### src/rtl/miriscv_gpr_wb_ctrl.sv
// miriscv_gpr_wb_ctrl: GPR write-back arbiter (execute vs. LSU load response),
// pending-load scoreboard, outstanding-load counter and decode hazard detect.
// Latency: write grant is combinational (zero cycles); scoreboard/count update on the next edge.
// Backpressure: the losing requester sees ready=0 and must hold valid/addr/data; the
// conflict winner alternates round-robin. ld_full_o blocks new load issue.
// Ports: clk_i/arst_i; A (execute) and B (load response) valid/addr/data/ready;
//        ld_issue_i/ld_rd_i load issue; dec_* decode operands; hazard_o, ld_full_o;
//        wr_en_o/wr_addr_o/wr_data_o GPR write port.
module miriscv_gpr_wb_ctrl #(
  parameter int XLEN           = 32,
  parameter int GPR_ADDR_WIDTH = 5,
  parameter int LD_MAX         = 4
) (
  input  logic                      clk_i,
  input  logic                      arst_i,
  input  logic                      a_valid_i,
  input  logic [GPR_ADDR_WIDTH-1:0] a_addr_i,
  input  logic [XLEN-1:0]           a_data_i,
  output logic                      a_ready_o,
  input  logic                      b_valid_i,
  input  logic [GPR_ADDR_WIDTH-1:0] b_addr_i,
  input  logic [XLEN-1:0]           b_data_i,
  output logic                      b_ready_o,
  input  logic                      ld_issue_i,
  input  logic [GPR_ADDR_WIDTH-1:0] ld_rd_i,
  input  logic [GPR_ADDR_WIDTH-1:0] dec_rs1_i,
  input  logic [GPR_ADDR_WIDTH-1:0] dec_rs2_i,
  input  logic [GPR_ADDR_WIDTH-1:0] dec_rd_i,
  input  logic                      dec_rs1_use_i,
  input  logic                      dec_rs2_use_i,
  input  logic                      dec_rd_use_i,
  output logic                      hazard_o,
  output logic                      ld_full_o,
  output logic                      wr_en_o,
  output logic [GPR_ADDR_WIDTH-1:0] wr_addr_o,
  output logic [XLEN-1:0]           wr_data_o
);

  localparam int          NREG     = 1 << GPR_ADDR_WIDTH;
  localparam logic [3:0]  LD_MAX_C = 4'(LD_MAX);

  // r_rr_last: port that won the most recent conflict (0 = A, 1 = B).
  logic             r_rr_last;
  logic [NREG-1:0]  r_pending;
  logic [3:0]       r_ld_cnt;

  logic             w_grant_a;
  logic             w_grant_b;
  logic             w_conflict;
  logic [NREG-1:0]  w_pending_nxt;
  logic [3:0]       w_ld_cnt_nxt;

  // B wins a conflict when A won the previous one.
  assign w_conflict = a_valid_i & b_valid_i;
  assign w_grant_b  = b_valid_i & (~a_valid_i | ~r_rr_last);
  assign w_grant_a  = a_valid_i & ~w_grant_b;

  assign a_ready_o  = w_grant_a;
  assign b_ready_o  = w_grant_b;

  always_comb begin
    wr_en_o   = 1'b0;
    wr_addr_o = '0;
    wr_data_o = '0;
    if (w_grant_a) begin
      wr_addr_o = a_addr_i;
      wr_data_o = a_data_i;
      wr_en_o   = (a_addr_i != '0);
    end else if (w_grant_b) begin
      wr_addr_o = b_addr_i;
      wr_data_o = b_data_i;
      wr_en_o   = (b_addr_i != '0);
    end
  end

  // Clear is applied before set so an issue to the same register wins.
  always_comb begin
    w_pending_nxt = r_pending;
    if (w_grant_b)
      w_pending_nxt[b_addr_i] = 1'b0;
    if (ld_issue_i && (ld_rd_i != '0))
      w_pending_nxt[ld_rd_i] = 1'b1;
    w_pending_nxt[0] = 1'b0;
  end

  // Count saturates at both ends; issue and retire in the same cycle cancel.
  always_comb begin
    w_ld_cnt_nxt = r_ld_cnt;
    if (ld_issue_i && !w_grant_b) begin
      if (r_ld_cnt != LD_MAX_C)
        w_ld_cnt_nxt = r_ld_cnt + 4'd1;
    end else if (w_grant_b && !ld_issue_i) begin
      if (r_ld_cnt != 4'd0)
        w_ld_cnt_nxt = r_ld_cnt - 4'd1;
    end
  end

  always_ff @(posedge clk_i or posedge arst_i) begin
    if (arst_i) begin
      r_rr_last <= 1'b0;
      r_pending <= '0;
      r_ld_cnt  <= 4'd0;
    end else begin
      if (w_conflict)
        r_rr_last <= w_grant_b;
      r_pending <= w_pending_nxt;
      r_ld_cnt  <= w_ld_cnt_nxt;
    end
  end

  assign ld_full_o = (r_ld_cnt == LD_MAX_C);

  // No same-cycle bypass: a clear lands in r_pending on the next edge.
  assign hazard_o = (dec_rs1_use_i & r_pending[dec_rs1_i]) |
                    (dec_rs2_use_i & r_pending[dec_rs2_i]) |
                    (dec_rd_use_i  & r_pending[dec_rd_i]);

  // An issue while full is only legal if a response retires in the same cycle.
  a_no_issue_when_full : assert property (@(posedge clk_i) disable iff (arst_i)
    !(ld_issue_i && ld_full_o && !w_grant_b));

  a_no_resp_when_empty : assert property (@(posedge clk_i) disable iff (arst_i)
    !(w_grant_b && (r_ld_cnt == 4'd0) && !ld_issue_i));

endmodule
### config.mk
export PLATFORM = sky130hd
export DESIGN_NAME = miriscv_gpr_wb_ctrl
export DESIGN_NICKNAME = d
export VERILOG_FILES = /design/src/rtl/miriscv_gpr_wb_ctrl.sv
export SDC_FILE = /design/constraint.sdc
export NUM_CORES = 1
export LEC_CHECK = 0
export ABC_CLOCK_PERIOD_IN_PS = 2400
export BUFFER_PORTS_ARGS = -buffer_cell sky130_fd_sc_hd__buf_2
export CAP_MARGIN = 20
export CORE_MARGIN = 5
export CORE_UTILIZATION = 47
export DETAILED_ROUTE_END_ITERATION = 12
export PLACE_DENSITY = 0.81
export SLEW_MARGIN = 20
export SYNTH_ARGS = -nofsm -noshare
export SYNTH_HDL_FRONTEND = slang
export SYNTH_SLANG_ARGS = --single-unit
export TNS_END_PERCENT = 50
### constraint.sdc
create_clock -name clk_i -period 2.4 [get_ports clk_i]
set_input_delay 0.24 -clock clk_i [delete_from_list [all_inputs] [get_ports clk_i]]
set_output_delay 0.24 -clock clk_i [all_outputs]
set_load 0.005 [all_outputs]
==> metrics, run 1 <==
Initial DRT Pass Iterations 5; final worst-path cycle share 97.8%; CP max FO 4; cts repair resizes 0; Slew Limit Headroom 60.1%; met1 global-route usage 29.9%; area growth from synthesis to layout 29.8%; post-synth top area cell dfrtp_1; TritonCTS clock tree yes; reg2reg start r_rr_last$_DFFE_PP0P_; Mean Syn Cell Area 7.85 sq um; Primary FF master, synth dfrtp_1; drc violations 0; die extent in y 90.3 um; met2 demand-to-capacity share in global routing a little under half; Hold Path Class input pin to flop; Storage cell area 901 sq um; GRT met3 Usage roughly 6.2%; r2r setup slk 290 ps; Avg WL per Cell between 15 and 20 um; YS warnings 0; Rows 29; # IOs 144; global routing usage summed across all routing layers approximately a quarter; Filler cells 587; FF+latch count, synth 36; fmax 426 MHz; CTS HTree Levels 2; Maximum Capacitance Violations 0; Yosys top cell area share a little under 30%; pwr/cell area 690 nW/um^2; Via density about 5.8; Multi-input gate area 2010 sq um; Startpoint Class flop; Final Critical Period 2350 ps; vias in the first global route about 3.5k; Port Buf Inserts between 100 and 150; LEAKAGE 1.88 nW; crit path kind flop to output pin; Starting Density approximately half; drt initial violations 308; Hold Crit Start b_valid_i; skew final 6.64 ps; DRT Wirelength 10,600 um; antenna violations before repair 0; clock latency on the worst-skew pair 290 ps; grt ovf 0; Mapped Cells just under 400; final setup TNS 0 ps; RSZ-0062 raised after global routing true; Inst Count DP 585; Final Hold Fails 0; async set or reset register ratio after synthesis 100%; Distinct cells, synth 47; share of post-route cells with drive strength above 1 34.1%; Worst EP arrival 2110 ps; synthesized area 3030 sq um; VDD IR max roughly 0.00038 V; CP startpoint r_pending[14]$_DFF_PP0_; CTS Sinks 36; Die Span X between 90 and 100 um; CTS max path bufs 2; Final GP Congestion 0.941; Hold Slack 243 ps; global route hottest layer met2; CP required 2160 ps; CTS root buf clkbuf_8; Seq/Total Area, Yosys 29.7%; Synth area leaders dfrtp_1, o21ai_0, nand2_1; # diodes 0; Final Max Tran Viols 0; Post-synth EDFFs 0; Final nets 624; largest net degree at the start of global routing 78; Final setup viols 0; die area 8160 sq um; antenna viol nets, final 0; Setup crit end kind output pin; HPWL Detailed 8430 um; first-pass GRT wire length 17,300 um; Slew @ Worst Pin 599 ps; clk slew on worst S/H paths 70 ps; Layout Utilization between 60% and 70%; Syn Nets 492; Core ar. 6310 sq um; TritonCTS Buffers 5; Tot Pwr 2.71 mW; Final Non-Filler Cells about 600; status completed; via count 3,463
## worst max-delay path, stage by stage, from the launching register on
cell and delay (ps):
dfrtp_1 410, mux4_2 460, mux4_2 490, a211oi_2 210, nand4_1 100, buf_2 140
## cells in the final DEF, fill, tap and decap left out, types with 2 or more instances in the layout
master / count
a22oi_1: 3
a2111oi_0: 2
nor2b_1: 9
or3_1: 2
ha_1: 3
buf_2: 143
nand2_1: 90
clkbuf_8: 7
mux2i_1: 18
inv_1: 6
nand4_1: 2
a311oi_1: 2
o21ai_0: 100
mux4_1: 4
nor2_1: 8
mux4_2: 8
mux2_2: 6
a21oi_1: 10
and3_1: 4
nand3_1: 12
buf_4: 7
nand3b_1: 3
nor3_1: 2
nand2b_1: 5
xnor2_1: 5
dfrtp_1: 36
## path summary, 6_finish.rpt
kind | cells past startpoint | to
worst max-delay path | 5 | hazard_o
worst min-delay path | 3 | r_rr_last$_DFFE_PP0P_
worst max register to register | 6 | r_pending[13]$_DFF_PP0_
worst min register to register | 1 | r_ld_cnt[3]$_DFFE_PP0P_
max in group asynchronous | 4 | r_pending[19]$_DFF_PP0_
min in group asynchronous | 3 | r_ld_cnt[2]$_DFFE_PP0P_
## flip-flops by register name, summed over array words and instances (netlist names)
signal	cells
r_pending	31
r_ld_cnt	4
r_rr_last	1
## kinds of logic after synthesis
kind of cell	share of synthesized area [%]
AND/OR/NAND/NOR	22.0
flip-flops	29.7
multiplexers	17.6
buffers and inverters	4.37
adder cells (fa/ha/maj)	1.90
AO/OA/AOI/OAI	23.0
XOR/XNOR	1.44
## power breakdown
part / internal [mW] / leakage, nW / switching (mW)
combinational: 0.557 / 1.38 / 0.544
clock: 0.367 / 0.0645 / 0.220
sequential: 0.798 / 0.431 / 0.227
## final cells by class
| cell class | instances | area share [%] |
|---|---|---|
| clock buffer | 7 | 2.45 |
| clock inverter | 1 | 0.763 |
| inverter | 6 | 0.573 |
| multi-input combinational | 318 | 51.1 |
| sequential | 36 | 22.9 |
| tap | 77 | 2.45 |
| timing repair buffer | 151 | 19.8 |
## synthesized netlist by cell type, types with 3 or more instances
library cell / instances
mux2_2: 6
buf_2: 4
nand3b_1: 3
mux2i_1: 18
nand2b_1: 5
nor2b_1: 9
dfrtp_1: 36
mux4_2: 8
nand3_1: 12
nor2_1: 8
ha_1: 3
clkbuf_1: 19
nand2_1: 90
a21oi_1: 10
xnor2_1: 5
inv_1: 6
o21ai_0: 100
a22oi_1: 3
mux4_1: 4
and3_1: 4
## through the flow
stage	cell area [sq um]	worst slack (ps)
after floorplan	3030	320
after global placement	3780	213
after detailed placement	3780	181
after CTS	3920	10.0
after global routing	3930	-70.8
final	3930	53.7
## layer usage
metal  part of all wire [%]  vias up  routed length (um)
li1                       -     1651                   -
met1                     37     1611                3870
met2                     51      178                5440
met3                    9.1       23                 962
met4                    3.0        0                 320
met5                      0        -                   0
## timing repair
| action | in CTS | in global routing |
|---|---|---|
| endpoints found under the hold margin | 10 | 0 |
| buffers inserted | 0 | 2 |
| endpoints found under the setup margin | 0 | 1 |
| hold buffers | 1 | 0 |
No activity file was read; power rests on OpenSTA's default activity.
==> run 2, diff against run 1 <==
--- a/config.mk
+++ b/config.mk
@@ -5,13 +5,14 @@
 export SDC_FILE = /design/constraint.sdc
 export NUM_CORES = 1
 export LEC_CHECK = 0
-export ABC_CLOCK_PERIOD_IN_PS = 2400
+export ABC_CLOCK_PERIOD_IN_PS = 2710
 export BUFFER_PORTS_ARGS = -buffer_cell sky130_fd_sc_hd__buf_2
 export CAP_MARGIN = 20
 export CORE_MARGIN = 5
-export CORE_UTILIZATION = 47
+export CORE_UTILIZATION = 51
 export DETAILED_ROUTE_END_ITERATION = 12
-export PLACE_DENSITY = 0.81
+export PLACE_DENSITY = 0.87
+export REMOVE_ABC_BUFFERS = 1
 export SLEW_MARGIN = 20
 export SYNTH_ARGS = -nofsm -noshare
 export SYNTH_HDL_FRONTEND = slang
==> constraint.sdc (replaced) <==
create_clock -name clk_i -period 2.71 [get_ports clk_i]
set_input_delay 0.271 -clock clk_i [delete_from_list [all_inputs] [get_ports clk_i]]
set_output_delay 0.271 -clock clk_i [all_outputs]
set_load 0.005 [all_outputs]
==> metrics, run 2 (synthesized netlist as in run 1, its figures left out) <==
Die Span X ~87 um; total setup buffers inserted after CTS 0; via count 3,463; CP max stage cell mux4_2; Hold Slack 109 ps; worst-path cell chain mux4_2, mux4_2, a211oi_2, nand4_1, buf_2; Startpoint Class flop; die extent in y 87.1 um; Setup crit end kind output pin; Port Buf Inserts 143; pwr/cell area slightly below 600 nW/um^2; share of post-route cells with drive strength above 1 about 33%; commonest non-fill, non-tap cell in the layout buf_2; clock latency on the worst-skew pair approximately 290 ps; Final Max Tran Viols 0; final setup TNS 0 ps; Reg with most FFs r_pending; clk slew on worst S/H paths 70 ps; crit path kind flop to output pin; vias in the first global route 3,464; Rows 28; final setup margin 323 ps; die area 7590 sq um; antenna violations before repair 0; Comb pwr share a little over two fifths; CTS root buf clkbuf_8; Place WS around 480 ps; CTS Sinks 36; Layout Utilization 65.5%; RSZ-0062 raised after global routing false; # IOs 144; Hold Path Class input pin to asynchronous set/reset pin; final worst-path cycle share between 80% and 90%; Via density approximately 6; TritonCTS Buffers 5; VDD IR max 0.000358 V; Final setup viols 0; Sw Ratio 39.2%; CTS max path bufs 2; LEAKAGE ~1.8 nW; CTS HTree Levels 2; met1 global-route usage 31.7%; Initial DRT Pass Iterations 5; drc violations 0; grt ovf 0; reg2reg path depth 10; FF-to-FF End r_ld_cnt[3]$_DFFE_PP0P_; status completed; area growth from synthesis to layout 26.5%; Slew @ Worst Pin 582 ps; cts repair resizes 0; drt initial violations roughly 240; fmax 419 MHz; first-pass GRT wire length 16,600 um; post-placement cell area about 3800 sq um; Largest register FFs 31; Final Non-Filler Cells 586; # diodes 0; reg2reg start r_rr_last$_DFFE_PP0P_; Worst EP arrival 2120 ps; CP required 2440 ps; Clk network pwr share 15.2%; GRT met3 Usage 7.00%; Slew Limit Headroom 61.2%; Starting Density around half; Buf+Inv Stages, Crit Path 1; Regs by FF count r_pending: 31 flops, r_ld_cnt: 4 flops, r_rr_last: 1 flops; HPWL Detailed 8380 um; CP delay by family, top multiplexers; DRT Wirelength 10,400 um; skew final approximately 6.3 ps; internal power 1.35 mW; Avg WL per Cell 17.8 um; Final GP Congestion 0.959; Max stage delay on crit path 480 ps; NetSw roughly 870 uW; design area 3830 sq um; sequential share of power 41.3%; largest net degree at the start of global routing between 70 and 80; TritonCTS clock tree yes; met2 demand-to-capacity share in global routing 46.9%; global routing usage summed across all routing layers 27.8%; crit-path most repeated cell mux4_2; Core ar. 5850 sq um; CP max FO 4; Final Hold Fails 0; Final Critical Period 2390 ps; Final nets 619; Maximum Capacitance Violations 0; most frequent cells in the layout buf_2, o21ai_0, nand2_1; Tot Pwr between 2 and 2.5 mW; hold_buf cts 0; r2r setup slk 620 ps; Inst Count DP between 500 and 600; global route hottest layer met2; antenna viol nets, final 0
run 2: layout make-up:
| type | count | area (sq um) |
|---|---|---|
| fill | 497 | 2020 |
| sequential | 36 | 901 |
| timing repair buffer | 146 | 738 |
| clock buffer | 5 | 68.8 |
| multi-input combinational | 318 | 2010 |
| inverter | 6 | 22.5 |
| tap | 75 | 93.8 |
run 2: power by group through the flow:
stage / registers [mW] / logic [mW] / clock network [mW]
after floorplan: 0.828 / 0.614 / 0
after global routing: 0.941 / 1.09 / 0.366
final: 0.919 / 0.970 / 0.338
after detailed placement: 0.921 / 0.968 / 0
after global placement: 0.903 / 0.916 / 0
after CTS: 0.911 / 0.973 / 0.340
run 2: worst min-delay path, cell delays in order:
cell	delay [ps]
buf_2	90
inv_1	60
buf_4	410
run 2: how the worst max path moves through the flow:
| stage | from | to | slack (ps) | cells past startpoint |
|---|---|---|---|---|
| 3_5_place_dp | dec_rs2_i[0] | hazard_o | 480 | 6 |
| 5_1_grt | r_pending[6]$_DFF_PP0_ | hazard_o | 280 | 5 |
| 2_1_floorplan | r_rr_last$_DFFE_PP0P_ | r_ld_cnt[3]$_DFFE_PP0P_ | -1790 | 10 |
| 3_3_place_gp | dec_rs2_i[0] | hazard_o | 490 | 6 |
| 6_report | r_pending[7]$_DFF_PP0_ | hazard_o | 320 | 5 |
| 4_1_cts | r_pending[7]$_DFF_PP0_ | hazard_o | 340 | 5 |
run 2: metal layers:
| layer | vias to the layer above | share of wire, % |
|---|---|---|
| li1 | 1642 | - |
| met1 | 1573 | 35 |
| met2 | 214 | 50 |
| met3 | 34 | 9.9 |
| met4 | 0 | 4.7 |
| met5 | - | 0 |
